**src/rtl/traffic_pkg.sv**
```systemverilog
// Shared encodings, fault codes and FSM states for the lamp monitor.
// Also holds the per-road transition legality helper.
package traffic_pkg;

  typedef logic [2:0] light_t;

  localparam light_t RED   = 3'b100;
  localparam light_t AMBER = 3'b010;
  localparam light_t GREEN = 3'b001;
  localparam light_t DARK  = 3'b000;

  localparam logic [2:0] F_NONE     = 3'd0;
  localparam logic [2:0] F_ONEHOT   = 3'd1;
  localparam logic [2:0] F_CONFLICT = 3'd2;
  localparam logic [2:0] F_SEQ      = 3'd3;
  localparam logic [2:0] F_ALLRED   = 3'd4;

  typedef enum logic [1:0] {
    NORMAL,
    FAULT,
    RECOVER
  } state_t;

  function automatic logic is_onehot(light_t l);
    return (l == RED) || (l == AMBER) || (l == GREEN);
  endfunction

  // Previous value that is not a legal code is never judged.
  function automatic logic step_ok(light_t p, light_t c);
    logic ok;
    ok = 1'b1;
    unique case (p)
      GREEN:   ok = (c == GREEN) || (c == AMBER);
      AMBER:   ok = (c == AMBER) || (c == RED);
      RED:     ok = (c == RED) || (c == GREEN);
      default: ok = 1'b1;
    endcase
    return ok;
  endfunction

endpackage

```
**src/rtl/lamp_blinker.sv**
```systemverilog
// Amber flash phase generator, BLINK_HALF cycles per half-period.
// Ports: clk, reset, restart (force ON), enable (advance), phase_on.
module lamp_blinker #(
  parameter int BLINK_HALF = 1
) (
  input  logic clk,
  input  logic reset,
  input  logic restart,
  input  logic enable,
  output logic phase_on
);

  localparam int CW = (BLINK_HALF > 1) ? $clog2(BLINK_HALF) : 1;

  logic [CW-1:0] cnt_q, cnt_d;
  logic          phase_q, phase_d;
  logic          wrap;

  assign wrap = (cnt_q == CW'(BLINK_HALF - 1));

  // phase_on is the phase of the lamp word loaded at the coming edge.
  always_comb begin
    cnt_d   = cnt_q;
    phase_d = phase_q;
    if (restart) begin
      cnt_d   = '0;
      phase_d = 1'b1;
    end else if (enable) begin
      if (wrap) begin
        cnt_d   = '0;
        phase_d = ~phase_q;
      end else begin
        cnt_d = cnt_q + 1'b1;
      end
    end
  end

  assign phase_on = phase_d;

  always_ff @(posedge clk) begin
    if (reset) begin
      cnt_q   <= '0;
      phase_q <= 1'b1;
    end else begin
      cnt_q   <= cnt_d;
      phase_q <= phase_d;
    end
  end

endmodule

```
**src/rtl/traffic_lamp_monitor.sv**
```systemverilog
// Safety monitor between traffic controller and lamps.
// Ports: light_A/B in, lamp_A/B out, clear_fault, fault, fault_code, fault_count.
module traffic_lamp_monitor
  import traffic_pkg::*;
#(
  parameter int BLINK_HALF  = 1,
  parameter int MIN_ALLRED  = 2,
  parameter int RECOVER_CYC = 2
) (
  input  logic       clk,
  input  logic       reset,
  input  logic [2:0] light_A,
  input  logic [2:0] light_B,
  input  logic       clear_fault,
  output logic [2:0] lamp_A,
  output logic [2:0] lamp_B,
  output logic       fault,
  output logic [2:0] fault_code,
  output logic [7:0] fault_count
);

  localparam int AW = $clog2(MIN_ALLRED + 1);
  localparam int RW = $clog2(RECOVER_CYC + 1);
  localparam logic [AW-1:0] ALLRED_MAX = AW'(MIN_ALLRED);
  localparam logic [RW-1:0] REC_LAST   = RW'(RECOVER_CYC - 1);

  state_t        state_q, state_d;
  light_t        prev_a_q, prev_b_q;
  logic [AW-1:0] allred_q, allred_d;
  logic [RW-1:0] rec_q, rec_d;
  logic [2:0]    code_q, code_d;
  logic [7:0]    cnt_q, cnt_d;
  light_t        lamp_a_q, lamp_a_d;
  light_t        lamp_b_q, lamp_b_d;

  logic       both_red;
  logic       r2g;
  logic [2:0] det;
  logic       restart;
  logic       blink_on;

  assign both_red = (light_A == RED) && (light_B == RED);
  assign r2g = ((prev_a_q == RED) && (light_A == GREEN))
            || ((prev_b_q == RED) && (light_B == GREEN));

  always_comb begin
    det = F_NONE;
    if (!is_onehot(light_A) || !is_onehot(light_B))
      det = F_ONEHOT;
    else if ((light_A != RED) && (light_B != RED))
      det = F_CONFLICT;
    else if (!step_ok(prev_a_q, light_A) || !step_ok(prev_b_q, light_B))
      det = F_SEQ;
    else if (r2g && (allred_q < ALLRED_MAX))
      det = F_ALLRED;
  end

  always_comb begin
    if (!both_red)
      allred_d = '0;
    else if (allred_q == ALLRED_MAX)
      allred_d = allred_q;
    else
      allred_d = allred_q + 1'b1;
  end

  always_comb begin
    state_d = state_q;
    code_d  = code_q;
    cnt_d   = cnt_q;
    rec_d   = rec_q;
    unique case (state_q)
      NORMAL: begin
        if (det != F_NONE) begin
          state_d = FAULT;
          code_d  = det;
          if (cnt_q != 8'hFF) cnt_d = cnt_q + 8'd1;
        end
      end
      FAULT: begin
        if (clear_fault && both_red) begin
          state_d = RECOVER;
          rec_d   = '0;
        end
      end
      RECOVER: begin
        if (both_red && (det == F_NONE)) begin
          if (rec_q == REC_LAST) begin
            state_d = NORMAL;
            code_d  = F_NONE;
          end else begin
            rec_d = rec_q + 1'b1;
          end
        end else begin
          state_d = FAULT;
        end
      end
      default: state_d = NORMAL;
    endcase
  end

  assign restart = (state_d == FAULT) && (state_q != FAULT);

  lamp_blinker #(
    .BLINK_HALF(BLINK_HALF)
  ) u_blink (
    .clk     (clk),
    .reset   (reset),
    .restart (restart),
    .enable  (state_q == FAULT),
    .phase_on(blink_on)
  );

  // Lamps follow the state being entered, so a violating input
  // is never passed through.
  always_comb begin
    lamp_a_d = RED;
    lamp_b_d = RED;
    unique case (state_d)
      NORMAL: begin
        lamp_a_d = light_A;
        lamp_b_d = light_B;
      end
      FAULT: begin
        lamp_a_d = blink_on ? AMBER : DARK;
        lamp_b_d = blink_on ? AMBER : DARK;
      end
      RECOVER: begin
        lamp_a_d = RED;
        lamp_b_d = RED;
      end
      default: begin
        lamp_a_d = RED;
        lamp_b_d = RED;
      end
    endcase
  end

  always_ff @(posedge clk) begin
    if (reset) state_q <= NORMAL;
    else       state_q <= state_d;
  end

  always_ff @(posedge clk) begin
    if (reset) begin
      prev_a_q <= RED;
      prev_b_q <= RED;
      allred_q <= ALLRED_MAX;
      rec_q    <= '0;
      code_q   <= F_NONE;
      cnt_q    <= '0;
      lamp_a_q <= RED;
      lamp_b_q <= RED;
    end else begin
      prev_a_q <= light_A;
      prev_b_q <= light_B;
      allred_q <= allred_d;
      rec_q    <= rec_d;
      code_q   <= code_d;
      cnt_q    <= cnt_d;
      lamp_a_q <= lamp_a_d;
      lamp_b_q <= lamp_b_d;
    end
  end

  assign lamp_A      = lamp_a_q;
  assign lamp_B      = lamp_b_q;
  assign fault       = (state_q != NORMAL);
  assign fault_code  = code_q;
  assign fault_count = cnt_q;

endmodule

```
**config.mk**
```make
export PLATFORM = sky130hd
export DESIGN_NAME = traffic_lamp_monitor
export DESIGN_NICKNAME = d
export VERILOG_FILES = /design/src/rtl/traffic_pkg.sv /design/src/rtl/lamp_blinker.sv /design/src/rtl/traffic_lamp_monitor.sv
export SDC_FILE = /design/constraint.sdc
export NUM_CORES = 1
export LEC_CHECK = 0
export ABC_CLOCK_PERIOD_IN_PS = 2600
export CORE_MARGIN = 4
export CORE_UTILIZATION = 30
export CTS_CLUSTER_SIZE = 30
export DETAILED_ROUTE_END_ITERATION = 10
export PLACE_DENSITY = 0.49
export SYNTH_ARGS = -nofsm -noshare
export SYNTH_HDL_FRONTEND = slang
export SYNTH_SLANG_ARGS = --single-unit
```
**constraint.sdc**
```tcl
create_clock -name clk -period 2.6 [get_ports clk]
set_input_delay 0.26 -clock clk [delete_from_list [all_inputs] [get_ports clk]]
set_output_delay 0.26 -clock clk [all_outputs]
set_load 0.02 [all_outputs]
```
==> results of run 1 <==
registers in the layout, summed over array words and instances (netlist names):
signal,flops
fault_count,8
prev_b_q,3
rec_q,2
allred_q,2
lamp_B,3
state_q,2
fault_code,3
u_blink.phase_q,1
lamp_A,3
prev_a_q,3
worst max-delay path, stage by stage:
cell	delay, ps
clkdlybuf4s50_1	580
nor2_1	100
a2111o_1	460
o21ai_2	170
nor4_1	70
buf_4	180
or4_1	500
a221oi_1	280
power breakdown:
part | total [mW] | switching [mW] | leakage [nW] | internal, mW
Clock | 0.382 | 0.169 | 0.0482 | 0.213
Combinational | 0.189 | 0.0976 | 0.474 | 0.0918
Sequential | 0.500 | 0.0178 | 0.247 | 0.482
Total | 1.07 | 0.284 | 0.769 | 0.787
worst min path at each step:
stage                                   from                        to  depth (start not counted)
floorplan                        clear_fault     state_q[1]$_SDFF_PP0_                          2
global placement    allred_q[0]$_SDFFE_PP0N_  allred_q[0]$_SDFFE_PP0N_                          1
detailed placement  allred_q[0]$_SDFFE_PP0N_  allred_q[0]$_SDFFE_PP0N_                          1
CTS                 allred_q[0]$_SDFFE_PP0N_  allred_q[0]$_SDFFE_PP0N_                          1
global route                      light_A[0]    prev_a_q[0]$_SDFF_PP0_                          2
finish                            light_A[0]    prev_a_q[0]$_SDFF_PP0_                          2
cell families (layout without fill, tap and decap cells):
group	count (synthesis)	after routing
mux	4	4
fa+ha+maj	2	2
xor+xnor	5	5
simple gates	77	77
compound gates	48	48
flops	30	30
buf+inv	17	57
layer usage:
| layer | routed length (µm) | up-vias |
|---|---|---|
| met5 | 0 | - |
| met4 | 43 | 0 |
| met3 | 157 | 4 |
| met2 | 1770 | 21 |
| met1 | 1770 | 650 |
| li1 | - | 748 |
final cells by class:
type,instances,area (µm²)
flip-flops and latches,30,601
fillers,487,2790
clock buffers,7,86.3
inverters,6,22.5
multi-input cells,136,871
well taps,67,83.8
clock inverters,1,5.00
repair buffers,43,390
cell usage in the layout, fill, tap and decap left out, types with 2 or more instances in the layout:
cell / n
o21ai_0: 11
o21ai_2: 2
a31oi_1: 2
or3_1: 6
a31o_2: 3
or2_2: 3
a211o_1: 2
a221oi_1: 2
nand3_1: 6
xnor2_1: 4
o211ai_1: 5
ha_1: 2
nor4bb_1: 2
nor2_1: 15
nand2_1: 12
mux2i_1: 2
a21oi_1: 11
clkbuf_8: 6
dfxtp_1: 30
clkdlybuf4s50_1: 25
nor4_1: 5
nand4_1: 4
nor2b_1: 6
mux2_2: 2
buf_4: 17
or4_1: 2
o21a_1: 2
inv_1: 6
or3b_1: 2
nor3_1: 5
and3_1: 2
==> summary.md, run 1 <==
| Metric | Value |
|---|---|
| Status | `finished clean` |
| CP endpoint | `fault_count[6]$_SDFFE_PP0P_` |
| RSZ-0062 raised after global routing | `no` |
| I/O pin cnt | `27` |
| Startpoint Class | `input port` |
| Final Cell Area | `0.00206 mm²` |
| Syn Inst Count | `183` |
| Number of synthesized register bits | `30` |
| Reg-to-reg setup timing slack | `380 ps` |
| Max Clk Rate | `413 MHz` |
| TNS Setup | `0 ps` |
| DP Area | `0.00196 mm²` |
| Worst EP arrival | `2610 ps` |
| Area growth syn-to-layout | `33.1%` |
| Placed Cells | `282` |
| Clk root buf | `clkbuf_8` |
| Final min period | `2420 ps` |
| Max Root-Sink Buffers | `2` |
| Synth top area share | `38.8%` |
| Critical path peak fanout | `10` |
| Top cells by area, synth | `dfxtp_1, nor2_1, a21oi_1, o21ai_0, nand2_1` |
| Setup slack at placement | `-166 ps` |
| Routing usage on met3 | `3.84%` |
| Critical path endpoint category | `register` |
| Wirelength, routed | `3740 µm` |
| R2r worst-path depth | `7` |
| Num CTS Buffers | `5` |
| Synth cell count leaders | `dfxtp_1, nor2_1, nand2_1` |
| Final total power | `1.07 mW` |
| TritonCTS clock tree | `done` |
| Hpwl dp | `2940 µm` |
| VDD IR-drop max | `0.000267 V` |
| Antenna violations before repair | `0` |
| Measured slew at the worst slew-check pin | `471 ps` |
| Ant diodes | `0` |
| Slew headroom | `68.5%` |
| Crit path launch | `light_A[2]` |
| Critical Path RT | `2780 ps` |
| Grt ovf | `0` |
| Number of flops mapped to enable cells by yosys | `0` |
| Min Hold Slack | `423 ps` |
| Placer congestion estimate | `0.772` |
| Final nets | `233` |
| Port-buffer cells | `26` |
| Fin util | `42.5%` |
| Hold Buf Count CTS | `0` |
| Top_reg_cell synth | `dfxtp_1` |
| Global-route wire length before repair | `6200 µm` |
| Syn nets | `194` |
| Initial core utilization | `31.9%` |
| Layout Cells excl Fill | `290` |
| PnR worst setup slack | `176 ps` |
| Synth Cell Area | `0.00155 mm²` |
| Fin. max-slew vios | `0` |
| Distinct cells, synth | `49` |
| Die span in x | `79.8 µm` |
| Async set-reset flop share out of synthesis | `0%` |
| Cell Pwr Density | `520 mW/mm²` |
| GR peak layer | `met2` |
| Simple-Gate Fraction of Synth Area | `27.7%` |
| Yosys warning count | `0` |
| # setup viols final | `0` |
| Total number of vias | `1423` |
| Die Span Y | `79.8 µm` |
| Crit Path Class | `in2reg` |
| Leak | `0.769 nW` |
| Post-CTS Setup Repair Bufs | `0` |
| Vias per cell | `4.91` |
| Largest family of logic cells by synthesized area | `simple AND/OR/NAND/NOR gates` |
| GRT met2 Usage | `19.4%` |
| Sequential-to-total area share from yosys stat | `38.8%` |
| Post-synthesis mux area share | `2.75%` |
| Met1 Track Usage GR | `15.4%` |
| RR Startpoint | `prev_b_q[2]$_SDFF_PP1_` |
| Post-Synth XOR/XNOR Area | `2.83%` |
| Overall Global Routing Usage | `12.3%` |
| Vias in the first global route | `1361` |
| Adder-cell share of the synthesized area | `1.62%` |
| Core ar. | `0.00485 mm²` |
| Max-cap violations | `0` |
| Maximum level of the CTS H-tree | `2` |
| DRC viols | `0` |
| Iteration-0 DRC Markers | `61` |
| Hold Vio Cnt, Final | `0` |
| Worst clock skew | `2.43 ps` |
| Post-synthesis compound-gate area fraction | `21.1%` |
| Hold Crit Class | `in2reg` |
| Avg WL per Cell | `12.9 µm` |
| Pre-Repair DR Iteration Count | `4` |
| Worst-path clk slew | `60 ps` |
| Most frequent cell after synthesis | `dfxtp_1` |
| Worst R2R End | `fault_count[6]$_SDFFE_PP0P_` |
| Syn_area_per_cell | `8.46 µm²` |
| Share of cells above drive strength 1 | `16.6%` |
| TritonCTS Sinks | `30` |
| Full die area | `0.00637 mm²` |
| Final Cycle Share | `93.2%` |
| Row count | `25` |
| Cts repair resizes | `0` |
| Pin count of the biggest net entering global routing | `18` |
| Antenna viol nets, final | `0` |
| Post-synth top area cell | `dfxtp_1` |
| Worst-skew pair later-pin latency | `270 ps` |
Note: power is estimated with default switching activity, not from simulation.
==> run 2: changes to the inputs <==
--- a/config.mk
+++ b/config.mk
@@ -11,6 +11,7 @@
 export CTS_CLUSTER_SIZE = 30
 export DETAILED_ROUTE_END_ITERATION = 10
 export PLACE_DENSITY = 0.49
+export RECOVER_POWER = 100
 export SYNTH_ARGS = -nofsm -noshare
 export SYNTH_HDL_FRONTEND = slang
 export SYNTH_SLANG_ARGS = --single-unit
==> run 2 against run 1 <==
  * Clock power hardly changed
  * Sequential cell count stayed put
  * Cell count stayed put
  * Maximum frequency is 1.4% lower
  * Largest cell class unchanged
  * Via count is 2.0% higher
  * Worst setup slack worse by 36 ps
  * Cell area is 0.49% lower
  * Global-route usage stayed put
==> summary.md, run 2 (synthesis gave the netlist of run 1 again) <==
| Metric | Value |
|---|---|
| Crit Path Class | `in2reg` |
| Share of cells above drive strength 1 | `15.2% (-1.3 points)` |
| VDD IR-drop max | `0.000264 V (-1.1%)` |
| RSZ-0062 raised after global routing | `no` |
| TritonCTS clock tree | `done` |
| Filler cells | `486 (-0.21%)` |
| PnR worst setup slack | `141 ps (-35.5 ps)` |
| Critical path peak fanout | `7 (-3)` |
| Critical path endpoint category | `register` |
| Cell Pwr Density | `520 mW/mm² (-0.12%)` |
| TritonCTS Sinks | `30 (unchanged)` |
| Cts repair resizes | `0 (unchanged)` |
| Overall Global Routing Usage | `12.3% (unchanged)` |
| Setup slack at placement | `-166 ps (unchanged)` |
| Placer congestion estimate | `0.772 (unchanged)` |
| Status | `finished clean` |
| Total number of vias | `1452 (+2.0%)` |
| Startpoint Class | `input port` |
| Pin count of the biggest net entering global routing | `18 (unchanged)` |
| Antenna violations before repair | `0 (unchanged)` |
| Leak | `0.804 nW (+4.5%)` |
| Antenna viol nets, final | `0 (unchanged)` |
| Max Clk Rate | `407 MHz (-1.4%)` |
| Fin. max-slew vios | `0 (unchanged)` |
| Hpwl dp | `2940 µm (unchanged)` |
| Row count | `25 (unchanged)` |
| Most frequent cells in the layout | `dfxtp_1, dlygate4sd3_1, nor2_1, buf_4, nand2_1` |
| Num CTS Buffers | `5 (unchanged)` |
| Die span in x | `79.8 µm (unchanged)` |
| Maximum level of the CTS H-tree | `2 (unchanged)` |
| Vias per cell | `5.01 (+2.0%)` |
| Slew headroom | `49.9% (-19 points)` |
| Final Cell Area | `0.00205 mm² (-0.49%)` |
| Max-cap violations | `0 (unchanged)` |
| Avg WL per Cell | `12.9 µm (+0.24%)` |
| Initial core utilization | `31.9% (unchanged)` |
| Critical Path RT | `2780 ps (about the same)` |
| Worst EP arrival | `2640 ps (+30 ps)` |
| # setup viols final | `0 (unchanged)` |
| Hold Crit Class | `in2reg` |
| Iteration-0 DRC Markers | `66 (+8.2%)` |
| Wirelength, routed | `3750 µm (+0.24%)` |
| Max reg flops | `8 (unchanged)` |
| Worst-path clk slew | `60 ps (about the same)` |
| Multi-input logic area | `868 µm² (-0.29%)` |
| Clk root buf | `clkbuf_8` |
| Most common cell after layout, fill and taps aside | `dfxtp_1` |
| Full die area | `0.00637 mm² (unchanged)` |
| DP Area | `0.00196 mm² (unchanged)` |
| I/O pin cnt | `27 (unchanged)` |
| Final min period | `2460 ps (+35.5 ps)` |
| Global-route wire length before repair | `6200 µm (unchanged)` |
| Hold Vio Cnt, Final | `0 (unchanged)` |
| Hold Buf Count CTS | `0 (unchanged)` |
| Die Span Y | `79.8 µm (unchanged)` |
| Measured slew at the worst slew-check pin | `751 ps (+280 ps)` |
| Ant diodes | `0 (unchanged)` |
| Core ar. | `0.00485 mm² (unchanged)` |
| Final Cycle Share | `94.6% (+1.4 points)` |
| Reg area | `601 µm² (unchanged)` |
| Final nets | `233 (unchanged)` |
| Pre-Repair DR Iteration Count | `4 (unchanged)` |
| Port-buffer cells | `26 (unchanged)` |
| Max Root-Sink Buffers | `2 (unchanged)` |
| Area growth syn-to-layout | `32.4%` |
| DRC viols | `0 (unchanged)` |
| Vias in the first global route | `1361 (unchanged)` |
| Grt ovf | `0 (unchanged)` |
| Worst clock skew | `2.40 ps (-0.0284 ps)` |
| Worst-skew pair later-pin latency | `270 ps (about the same)` |
| Post-CTS Setup Repair Bufs | `0 (unchanged)` |
-- run 2: metrics by stage --
stage	power, mW	TNS [ps]	std cells	hold WS [ps]	util (%)
6_report	1.06	0	290	423	42.3
5_1_grt	1.13	0	290	430	42.3
4_1_cts	1.09	0	290	451	42.3
3_5_place_dp	0.699	-768	282	441	40.5
3_3_place_gp	0.697	-417	282	433	40.5
2_1_floorplan	0.619	0	183	412	-
-- run 2: area by class of cell --
| type | count | area share, % |
|---|---|---|
| flip-flops and latches | 30 | 29.3 |
| repair buffers | 43 | 18.7 |
| well taps | 67 | 4.09 |
| multi-input cells | 136 | 42.4 |
| clock buffers | 7 | 4.21 |
| clock inverters | 1 | 0.244 |
| inverters | 6 | 1.10 |
-- run 2: layer usage --
metal	GRT usage, %	vias to the layer above	routed length [µm]
met5	0	-	0
met2	19.4	38	1740
li1	-	749	-
met1	15.4	655	1770
met4	5.07	0	53
met3	3.84	10	190
-- run 2: final timing paths --
check                                         startpoint                  endpoint  slack, ps  cells past startpoint
worst min register to register  allred_q[0]$_SDFFE_PP0N_  allred_q[0]$_SDFFE_PP0N_        450                      1
worst max-delay path                          light_A[2]     rec_q[0]$_SDFFE_PP0P_        140                      8
worst min-delay path                          light_A[0]    prev_a_q[0]$_SDFF_PP0_        420                      2
worst max register to register    prev_b_q[2]$_SDFF_PP1_     rec_q[0]$_SDFFE_PP0P_        340                      6
-- run 2: power by group --
group          leakage, nW  internal [mW]  switching, mW
Combinational        0.509         0.0854         0.0975
Sequential           0.247          0.482         0.0172
Clock               0.0482          0.213          0.170
-- run 2: worst max-delay path: stages --
cell and delay (ps):
clkdlybuf4s50_1 510, buf_4 190, xnor2_1 120, o211ai_1 190, o211ai_1 200, or4_4 620
or2_0 320, o41ai_2 230
